**src/rtl/wb_writer.sv**
```systemverilog
// Register-file writeback arbiter: an in-order primary source with absolute priority,
// plus a small FIFO that buffers writes from a long-latency secondary source and
// drains them into idle writeback slots. All register-file outputs are registered.
module wb_writer #(
    parameter int unsigned FIFO_DEPTH = 2
) (
    input  logic                        clk,
    input  logic                        rst,
    input  logic [5:0]                  stall,
    input  logic                        mem_wreg,
    input  logic [4:0]                  mem_wd,
    input  logic [31:0]                 mem_wdata,
    input  logic                        sec_valid,
    input  logic [4:0]                  sec_wd,
    input  logic [31:0]                 sec_wdata,
    output logic                        sec_ready,
    output logic                        we,
    output logic [4:0]                  waddr,
    output logic [31:0]                 wdata,
    output logic [$clog2(FIFO_DEPTH):0] fifo_count
);

    localparam int unsigned PtrW = $clog2(FIFO_DEPTH);
    localparam int unsigned CntW = PtrW + 1;

    logic [4:0]      addr_mem_q [FIFO_DEPTH];
    logic [31:0]     data_mem_q [FIFO_DEPTH];
    logic [PtrW-1:0] wr_ptr_q, rd_ptr_q;
    logic [CntW-1:0] count_q, count_d;
    logic            sec_ready_q;
    logic            we_q, we_d;
    logic [4:0]      waddr_q, waddr_d;
    logic [31:0]     wdata_q, wdata_d;

    logic prim_acc;
    logic push;
    logic pop;

    // Only the writeback-stage stall bit matters here.
    logic unused_stall;
    assign unused_stall = ^{stall[5], stall[3:0]};

    assign prim_acc = ~stall[4] & mem_wreg & (mem_wd != 5'd0);
    // Writes to x0 complete the handshake but are dropped.
    assign push     = sec_valid & sec_ready_q & (sec_wd != 5'd0);
    // Pop depends on the registered count, so a fresh push is never popped the same cycle.
    assign pop      = ~prim_acc & (count_q != '0);

    // Select the next register-file write and the next buffer occupancy.
    always_comb begin
        we_d    = 1'b0;
        waddr_d = 5'd0;
        wdata_d = 32'd0;
        if (prim_acc) begin
            we_d    = 1'b1;
            waddr_d = mem_wd;
            wdata_d = mem_wdata;
        end else if (pop) begin
            we_d    = 1'b1;
            waddr_d = addr_mem_q[rd_ptr_q];
            wdata_d = data_mem_q[rd_ptr_q];
        end

        count_d = count_q;
        unique case ({push, pop})
            2'b10:   count_d = count_q + CntW'(1);
            2'b01:   count_d = count_q - CntW'(1);
            default: count_d = count_q;
        endcase
    end

    // State update: outputs, FIFO storage, pointers and occupancy.
    always_ff @(posedge clk or posedge rst) begin
        if (rst) begin
            we_q        <= 1'b0;
            waddr_q     <= 5'd0;
            wdata_q     <= 32'd0;
            wr_ptr_q    <= '0;
            rd_ptr_q    <= '0;
            count_q     <= '0;
            sec_ready_q <= 1'b0;
            for (int i = 0; i < int'(FIFO_DEPTH); i++) begin
                addr_mem_q[i] <= 5'd0;
                data_mem_q[i] <= 32'd0;
            end
        end else begin
            we_q    <= we_d;
            waddr_q <= waddr_d;
            wdata_q <= wdata_d;
            if (push) begin
                addr_mem_q[wr_ptr_q] <= sec_wd;
                data_mem_q[wr_ptr_q] <= sec_wdata;
                wr_ptr_q             <= wr_ptr_q + PtrW'(1);
            end
            if (pop) begin
                rd_ptr_q <= rd_ptr_q + PtrW'(1);
            end
            count_q     <= count_d;
            // Registered so there is no combinational path from sec_valid.
            sec_ready_q <= (count_d < CntW'(FIFO_DEPTH));
        end
    end

    assign we         = we_q;
    assign waddr      = waddr_q;
    assign wdata      = wdata_q;
    assign fifo_count = count_q;
    assign sec_ready  = sec_ready_q;

endmodule

```
**config.mk**
```make
export PLATFORM = sky130hd
export DESIGN_NAME = wb_writer
export DESIGN_NICKNAME = d
export VERILOG_FILES = /design/src/rtl/wb_writer.sv
export SDC_FILE = /design/constraint.sdc
export NUM_CORES = 1
export LEC_CHECK = 0
export BUFFER_PORTS_ARGS = -buffer_cell sky130_fd_sc_hd__buf_2
export CORE_AREA = 2 2 97 99
export DETAILED_ROUTE_END_ITERATION = 12
export DIE_AREA = 0 0 99 101
export PLACE_DENSITY = 0.83
export SLEW_MARGIN = 15
export SYNTH_ARGS = -nofsm -noshare
export SYNTH_HDL_FRONTEND = slang
export SYNTH_SLANG_ARGS = --single-unit
export TNS_END_PERCENT = 10
```
**constraint.sdc**
```tcl
create_clock -name clk -period 6.2 [get_ports clk]
set_input_delay 0.93 -clock clk [delete_from_list [all_inputs] [get_ports clk]]
set_output_delay 0.93 -clock clk [all_outputs]
set_load 0.02 [all_outputs]
```
==> impl_metrics.yaml, run 1 <==
layout:
  final_util_pct: 68.8
  layout_commonest_cell: "buf_2"
  layout_common_cells: "119 x buf_2, 116 x dfrtp_1, 96 x mux2_2, 37 x mux2i_1, 36 x nor2_1"
  n_antenna_cell: 0
  drive_gt1_share_pct: 53.4
  nets: 553
  area_growth_pct: 24.3
critical_path:
  critPathRequiredTime_ns: 6.61
  cp-end-kind: "register"
  rr_worst_depth: 5
  crit_arrival_ns: 3.01
  critPathMaxFanout: 40
  critPathKind: "primary input to register"
  cp-start-kind: "primary input"
routing:
  drcViolationCount: 0
  vias: 3195
  drtAntennaViolNets: 0
  drtIter0Drc: 110
  wl_per_cell_um: 16.3
  wl_mm: 9.67
  firstDrtPassIters: 5
  vias_per_cell: 5.40
outcome:
  status: "finished, final reports clean"
pwr:
  powerDensity_nw_per_um2: 567
  vdd_ir_drop_max_mv: 0.272
  leakage_nw: 2.99
global_routing:
  grt_max_degree: 67
  grt_pass1_wl_mm: 15.9
  grt_antenna_before_repair: 0
  grt_use_total_pct: 20.5
  grt_remaining_overflow: 0
  grt_pass1_vias: 3355
timing:
  finalHoldViolCount: 0
  setup_ws_ns: 3.60
  final-max-slew-violation-count: 0
  fin_crit_sh_pct: 42.0
  slew_headroom_pct: 31.0
  min_period_ns: 2.60
  finalSetupViolations: 0
  finalSetupTns_ns: 0
  final.setup_skew_ns: 0.00944
  rsz0062_at_grt: "no"
  clock.fmax_ghz: 0.384
  tightest_slew_ns: 1.03
yosys:
  ys_seq_area_share_pct: 58.9
  synth_top_area_share_pct: 58.9
  synth.avg_cell_area_um2: 14.3
  syn_area_um2: 4970
  synth_area_leaders: "dfrtp_1 59%, mux2_2 22%, mux2i_1 7.4%"
  ys_seq_elements: 117
  yosys_warnings: 0
  yosysTopAreaCell: "dfrtp_1"
  syn_nets: 432
  yosysUniqueCellTypes: 28
  synth_cells: 347
hold_path:
  min_path_cells: 1
  worstHoldPathType: "register to register"
floorplanning:
  die_y_um: 101
  die_area_um2: 10000
  die_x_um: 99
  num_io_pins: 125
  core.rowCount: 35
  core_area_um2: 8980
  initial_utilization_pct: 55.4
clock_network:
  cts_buffers: 17
  path_clk_slew_ns: 0.06
  cts_hold_buf: 0
  clk_latency_ns: 0.50
  htreeDepth: 4
  cts_tree: "built"
  cts-root-buf: "clkbuf_8"
  clock_sinks: 117
  post-cts-setup-buffers: 0
  ctsResizeCount: 0
  clock_path_buffers: 2
job:
  maxCapViolations: 0
place:
  place.detailed.hpwl_mm: 6.32
  dp_slack_ns: 3.05
  gp_congestion: 0.741
  io_buffers: 119
## where the power goes
part           switching (mW)  internal [mW]  total [mW]
Clock                   0.335          0.581       0.916
Sequential              0.164           1.15        1.31
Combinational           0.646          0.629        1.28
Total                    1.15           2.36        3.51
## logic make-up (layout without fill, tap and decap cells)
logic type	after synthesis	after routing	share of synthesized area, %
flops	117	117	58.9
simple gates	48	48	4.18
compound gates	19	19	3.42
fa+ha+maj	1	1	0.252
buf+inv	22	156	2.74
mux	135	135	29.6
xor+xnor	5	5	0.881
## per-stage QoR
step / cell area (um2) / std cells / total power [mW] / hold WS (ns)
floorplan: 4970 / 347 / 2.28 / 0.454
global placement: 5620 / 560 / 2.55 / 0.471
detailed placement: 5620 / 560 / 2.62 / 0.483
CTS: 6180 / 592 / 3.54 / 0.498
global route: 6180 / 592 / 3.72 / 0.513
finish: 6180 / 592 / 3.51 / 0.494
## final timing paths
| kind | from | end | slack, ns |
|---|---|---|---|
| hold reg to reg | data_mem_q[11] | data_mem_q[11] | 0.49 |
| min in group asynchronous | rst | wdata[16] | 0.52 |
| setup reg to reg | register | sec_ready | 3.97 |
| setup / recovery | stall[4] | sec_ready | 3.60 |
| hold / removal | data_mem_q[11] | data_mem_q[11] | 0.49 |
| max in group asynchronous | rst | rd_ptr_q | 4.37 |
## cell usage after synthesis (all sizes together)
cell and n:
dfrtp 117, mux2 98, mux2i 37, nor2 37, buf 13, a22o 10, clkbuf 8, xnor2 4
nand2 3, o21ai 3, o31ai 3, and3 1, and3b 1, ha 1, inv 1, nand2b 1
nor2b 1, nor4 1, o211ai 1, o22ai 1, o31a 1, or2 1, or3 1, or4 1
xor2 1
## area by class of cell
cell class / count / area (um2)
Multi-Input combinational cell: 208 / 1920
Fill cell: 675 / 2800
Inverter: 1 / 6.26
Clock inverter: 12 / 128
Tap cell: 111 / 139
Timing Repair Buffer: 123 / 626
Sequential cell: 117 / 2930
Clock buffer: 20 / 435
## critical path: stages
cell,delay (ns)
buf_2,0.10
nor2b_1,0.27
o31a_2,0.87
nor2_1,0.09
ha_1,0.36
nor2_1,0.22
xnor2_1,0.16
## state kept, by name (all words and copies together) (netlist names), 5 cells and up, named ones only
| register | flops |
|---|---|
| addr_mem_q | 10 |
| data_mem_q | 64 |
| waddr | 5 |
| wdata | 32 |
## per-layer routing
| metal | global-route usage, % | share of wire [%] |
|---|---|---|
| met1 | 25.1 | 42 |
| met2 | 35.0 | 51 |
| met3 | 6.38 | 5.6 |
| met4 | 6.11 | 0.81 |
| met5 | 0 | 0 |
Power figures use the tool's default switching activity.
==> inputs of run 2 (changes only) <==
- CORE_AREA: 2 2 97 99 -> 2 2 105 107
- DIE_AREA: 0 0 99 101 -> 0 0 107 109
- PLACE_DENSITY: 0.83 -> 0.75
- clock period: 6.2 -> 2.3 ns (I/O delays scaled with it)
==> impl_metrics.yaml, run 2 (synthesis gave the netlist of run 1 again) <==
timing:
  finalSetupTns_ns: 0
  slew_headroom_pct: 56.8
  rsz0062_at_grt: "no"
  setup_ws_ns: 0.714
  finalHoldViolCount: 0
  tightest_slew_ns: 0.648
  finalSetupViolations: 0
  final.setup_skew_ns: 0.00638
  fin_crit_sh_pct: 69.0
  min_period_ns: 1.59
  clock.fmax_ghz: 0.630
  final-max-slew-violation-count: 0
routing:
  vias_per_cell: 5.07
  wl_per_cell_um: 15.9
  drcViolationCount: 0
  drtAntennaViolNets: 0
  drtIter0Drc: 112
  firstDrtPassIters: 4
  vias: 3180
  wl_mm: 9.95
clock_network:
  cts-root-buf: "clkbuf_8"
  cts_hold_buf: 1
  clock_sinks: 117
  clock_path_buffers: 2
  ctsResizeCount: 0
  cts_tree: "built"
  htreeDepth: 4
  cts_buffers: 17
  clk_latency_ns: 0.50
  post-cts-setup-buffers: 0
  path_clk_slew_ns: 0.06
floorplanning:
  core.rowCount: 38
  die_y_um: 109
  die_x_um: 107
  die_area_um2: 11700
  num_io_pins: 125
  initial_utilization_pct: 46.9
  core_area_um2: 10600
layout:
  largest_reg_flops: 64
  area_growth_pct: 28.7
  area.sequential_um2: 2930
  fillCellCount: 821
  layout_common_cells: "119 x buf_2, 116 x dfrtp_1, 96 x mux2_2, 37 x mux2i_1, 36 x nor2_1"
  multi_input_area_um2: 1920
  n_antenna_cell: 0
  largest-register: "data_mem_q"
  drive_gt1_share_pct: 54.0
  final_util_pct: 60.3
  layout_commonest_cell: "buf_2"
  nets: 559
critical_path:
  crit_arrival_ns: 1.97
  cp-start-kind: "register"
  critPathRequiredTime_ns: 2.68
  critPathMaxFanout: 37
  critPathKind: "register to register"
  cp-end-kind: "register"
global_routing:
  grt_antenna_before_repair: 0
  grt_pass1_vias: 3227
  grt_pass1_wl_mm: 15.8
  grt_use_total_pct: 18.1
  grt_max_degree: 65
  grt_remaining_overflow: 0
place:
  dp_slack_ns: 0.212
  gp_congestion: 0.788
  io_buffers: 119
  place.detailed.hpwl_mm: 6.27
pwr:
  vdd_ir_drop_max_mv: 0.789
  powerDensity_nw_per_um2: 1550
  power_mw: 9.90
  leakage_nw: 3.07
job:
  maxCapViolations: 0
outcome:
  status: "finished, final reports clean"
hold_path:
  worstHoldPathType: "primary input to register"
## run 2: cell types whose count changed in the layout (fill, tap and decap cells not counted), sizes merged
cell,delta
clkinvlp,+2
inv,-3
clkinv,-2
buf,+5
dlygate4sd3,+1
bufinv,+3
## run 2: worst max-delay path: stages (launching register included)
cell and delay, ns:
dfrtp_1 0.40, and3b_1 0.44, o21ai_4 0.11, buf_12 0.19, mux2_2 0.30
## run 2: path summary, 6_finish.rpt
path	startpoint	to	slack (ns)	cells past startpoint
worst min register to register	data_mem_q[11]	data_mem_q[11]	0.49	1
worst max-delay path	wr_ptr_q	data_mem_q[45]	0.71	4
min in group asynchronous	rst	fifo_count[0]	0.52	4
worst max register to register	wr_ptr_q	data_mem_q[45]	0.71	4
worst min-delay path	mem_wdata[8]	wdata[8]	0.07	2
max in group asynchronous	rst	data_mem_q[40]	1.19	4
## run 2: per-stage QoR
stage | cells | hold slack [ns] | instance area, um2
after floorplan | 347 | 0.454 | 4980
after global placement | 594 | 0.461 | 5740
after detailed placement | 594 | 0.481 | 5740
after CTS | 627 | 0.0441 | 6400
after global routing | 627 | 0.0486 | 6400
final | 627 | 0.0721 | 6400
## run 2: layer usage
layer  GRT usage [%]  part of all wire [%]  vias to the layer above
met5               0                     0                        -
li1                -                     -                     1484
met1            22.1                    43                     1587
met3            5.26                   5.8                       10
met2            29.8                    50                       99
met4            8.26                   1.3                        0
## run 2: cell type report
class	instances	share of cell area, %
sequential	117	45.8
multi-input combinational	208	30.0
timing repair buffer	129	11.3
clock buffer	20	6.96
clock inverter	12	3.15
tap	140	2.74
inverter	1	0.117
## run 2: where the power goes
group / internal (mW) / leakage [nW] / switching (mW)
clock network: 1.92 / 0.299 / 0.912
logic: 1.77 / 1.37 / 1.77
registers: 3.10 / 1.41 / 0.436
total: 6.79 / 3.07 / 3.11
==> inputs of run 3 (changes only) <==
- ABC_AREA: not set -> 1
- CORE_AREA: 2 2 105 107 -> 2 2 108 110
- DIE_AREA: 0 0 107 109 -> 0 0 110 112
- clock period: 2.3 -> 1.45 ns (I/O delays scaled with it)
==> impl_metrics.yaml, run 3 <==
yosys:
  syn_area_um2: 5320
  ys_seq_area_share_pct: 55.0
  syn_nets: 733
  synth.avg_cell_area_um2: 8.21
  synth_ff_type: "dfrtp_1"
  synth_top_area_share_pct: 55.0
  yosysTopAreaCell: "dfrtp_1"
  async_flop_share_pct: 100
  ys_seq_elements: 117
  synth_area_leaders: "dfrtp_1 55%, nand2_1 24%, nand4_1 8.7%"
  yosys_warnings: 0
  synth_enable_flop_cells: 0
  synth_cells: 648
  synthTopCellsByCount: "343 x nand2_1, 117 x dfrtp_1, 74 x nand4_1"
  yosysUniqueCellTypes: 20
  synth_most_common_cell: "nand2_1"
routing:
  wl_mm: 15.1
  vias_per_cell: 5.31
  drtIter0Drc: 526
  drcViolationCount: 0
  drtAntennaViolNets: 0
  vias: 5003
  wl_per_cell_um: 16.0
  firstDrtPassIters: 5
global_routing:
  grt_remaining_overflow: 0
  grt_pass1_vias: 4842
  grt_pass1_wl_mm: 23.6
  grt_antenna_before_repair: 0
  grt_use_total_pct: 25.2
  grt_max_degree: 80
critical_path:
  cpPeakStageDelay_ns: 0.40
  critPathTopFamily: "simple AND/OR/NAND/NOR gates"
  cp_common_cell: "nand2_4"
  cp_slowest_cell: "dfrtp_1"
  path_buf_inv: 3
  critPathKind: "register to register"
  critPathRequiredTime_ns: 1.74
  crit_arrival_ns: 1.82
  critPathMaxFanout: 2
  cp-end-kind: "register"
  cp_cell_sequence: "inv_2, nand2_4, nand2_4, inv_4, ha_4, or2_4, nand2_4, xor2_2, inv_1"
  cp-start-kind: "register"
layout:
  drive_gt1_share_pct: 25.9
  layout_common_cells: "339 x nand2_1, 119 x buf_2, 117 x dfrtp_1, 74 x nand4_1, 39 x nand3_1"
  area_growth_pct: 29.6
  n_antenna_cell: 0
  layout_commonest_cell: "nand2_1"
  nets: 873
  final_util_pct: 61.7
  largest_reg_flops: 64
  largest-register: "data_mem_q"
  finalNonFillerCells: 942
  fillCellCount: 939
place:
  dp_cells: 888
  dp_slack_ns: -0.201
  io_buffers: 119
  gp_congestion: 0.818
  place.detailed.hpwl_mm: 9.10
clock_network:
  clk_latency_ns: 0.41
  cts-root-buf: "clkbuf_16"
  cts_buffers: 17
  clock_sinks: 117
  cts_tree: "built"
  htreeDepth: 4
  clock_path_buffers: 2
  path_clk_slew_ns: 0.05
timing:
  final.setup_skew_ns: 0.00764
  fin_crit_sh_pct: 105
  finalSetupViolations: 2
  setup_ws_ns: -0.0743
  clock.fmax_ghz: 0.656
  min_period_ns: 1.52
  rsz0062_at_grt: "yes"
  finalHoldViolCount: 0
  tightest_slew_ns: 0.478
  slew_headroom_pct: 68.1
  final-max-slew-violation-count: 0
outcome:
  failed_checks: "setup timing"
  status: "complete, but fails checks"
pwr:
  vdd_ir_drop_max_mv: 1.13
  leakage_nw: 3.89
  powerDensity_nw_per_um2: 2330
floorplanning:
  core.rowCount: 39
  die_x_um: 110
  die_y_um: 112
  die_area_um2: 12300
  core_area_um2: 11200
  num_io_pins: 125
  initial_utilization_pct: 47.6
job:
  maxCapViolations: 0
hold_path:
  worstHoldPathType: "primary input to register"
## run 3: metrics by stage
step	hold slack (ns)	setup TNS [ns]	total power [mW]	area (um2)
3_5_place_dp	0.380	-6.11	11.3	6060
3_3_place_gp	0.377	-4.18	11.1	6060
6_report	0.0141	-0.131	16.0	6900
5_1_grt	0.0137	-0.288	17.0	6900
4_1_cts	0.000434	-0.00343	15.6	6830
2_1_floorplan	0.334	-23.36	9.38	5320
## run 3: per-layer routing
metal / track usage [%] / routed length [um] / part of all wire, %
met5: 0 / 0 / 0
met4: 11.5 / 506 / 3.3
met3: 6.32 / 1100 / 7.3
met2: 37.8 / 7180 / 48
met1: 34.2 / 6320 / 42
## run 3: logic make-up (layout without fill, tap and decap cells)
family | Yosys count | count (layout) | share of synthesized area, %
flops | 117 | 117 | 55.0
fa+ha+maj | 1 | 1 | 0.235
compound gates | 1 | 1 | 0.0940
simple gates | 466 | 466 | 37.8
buf+inv | 61 | 212 | 6.54
xor+xnor | 2 | 2 | 0.329
## run 3: what timing repair did
| item | CTS | global route |
|---|---|---|
| gates resized for setup | 6 | 21 |
| pin swaps | 3 | 4 |
| setup endpoints to repair | 2 | 41 |
| cloned | 0 | 0 |
| hold buffers | 8 | 0 |
| hold endpoints to repair | 124 | 0 |
| setup buffers | 17 | 2 |
## run 3: area by class of cell
| cell class | count | area [um2] | area share (%) |
|---|---|---|---|
| multi-input combinational | 470 | 2110 | 30.6 |
| clock buffer | 25 | 485 | 7.04 |
| timing repair buffer | 171 | 1090 | 15.9 |
| tap | 143 | 179 | 2.59 |
| sequential | 117 | 2930 | 42.5 |
| clock inverter | 5 | 50.0 | 0.726 |
| inverter | 11 | 50.0 | 0.726 |
## run 3: path summary, 6_finish.rpt
check,from,endpoint,slack [ns],cells after the start
max in group asynchronous,rst,wdata[1],0.58,4
worst min-delay path,mem_wdata[16],wdata[16],0.01,3
worst min register to register,data_mem_q[31],data_mem_q[31],0.47,2
worst max-delay path,register,sec_ready,-0.07,9
worst max register to register,register,sec_ready,-0.07,9
min in group asynchronous,rst,wdata[30],0.47,4
## run 3: tightest hold or removal path, cell delays in order
cell and delay (ns):
buf_2 0.07, nand2_1 0.04, nand2_1 0.06
## run 3: where the power goes
group          switching (mW)  internal (mW)
logic                    4.27           2.47
registers               0.693           4.78
clock network            1.37           2.45
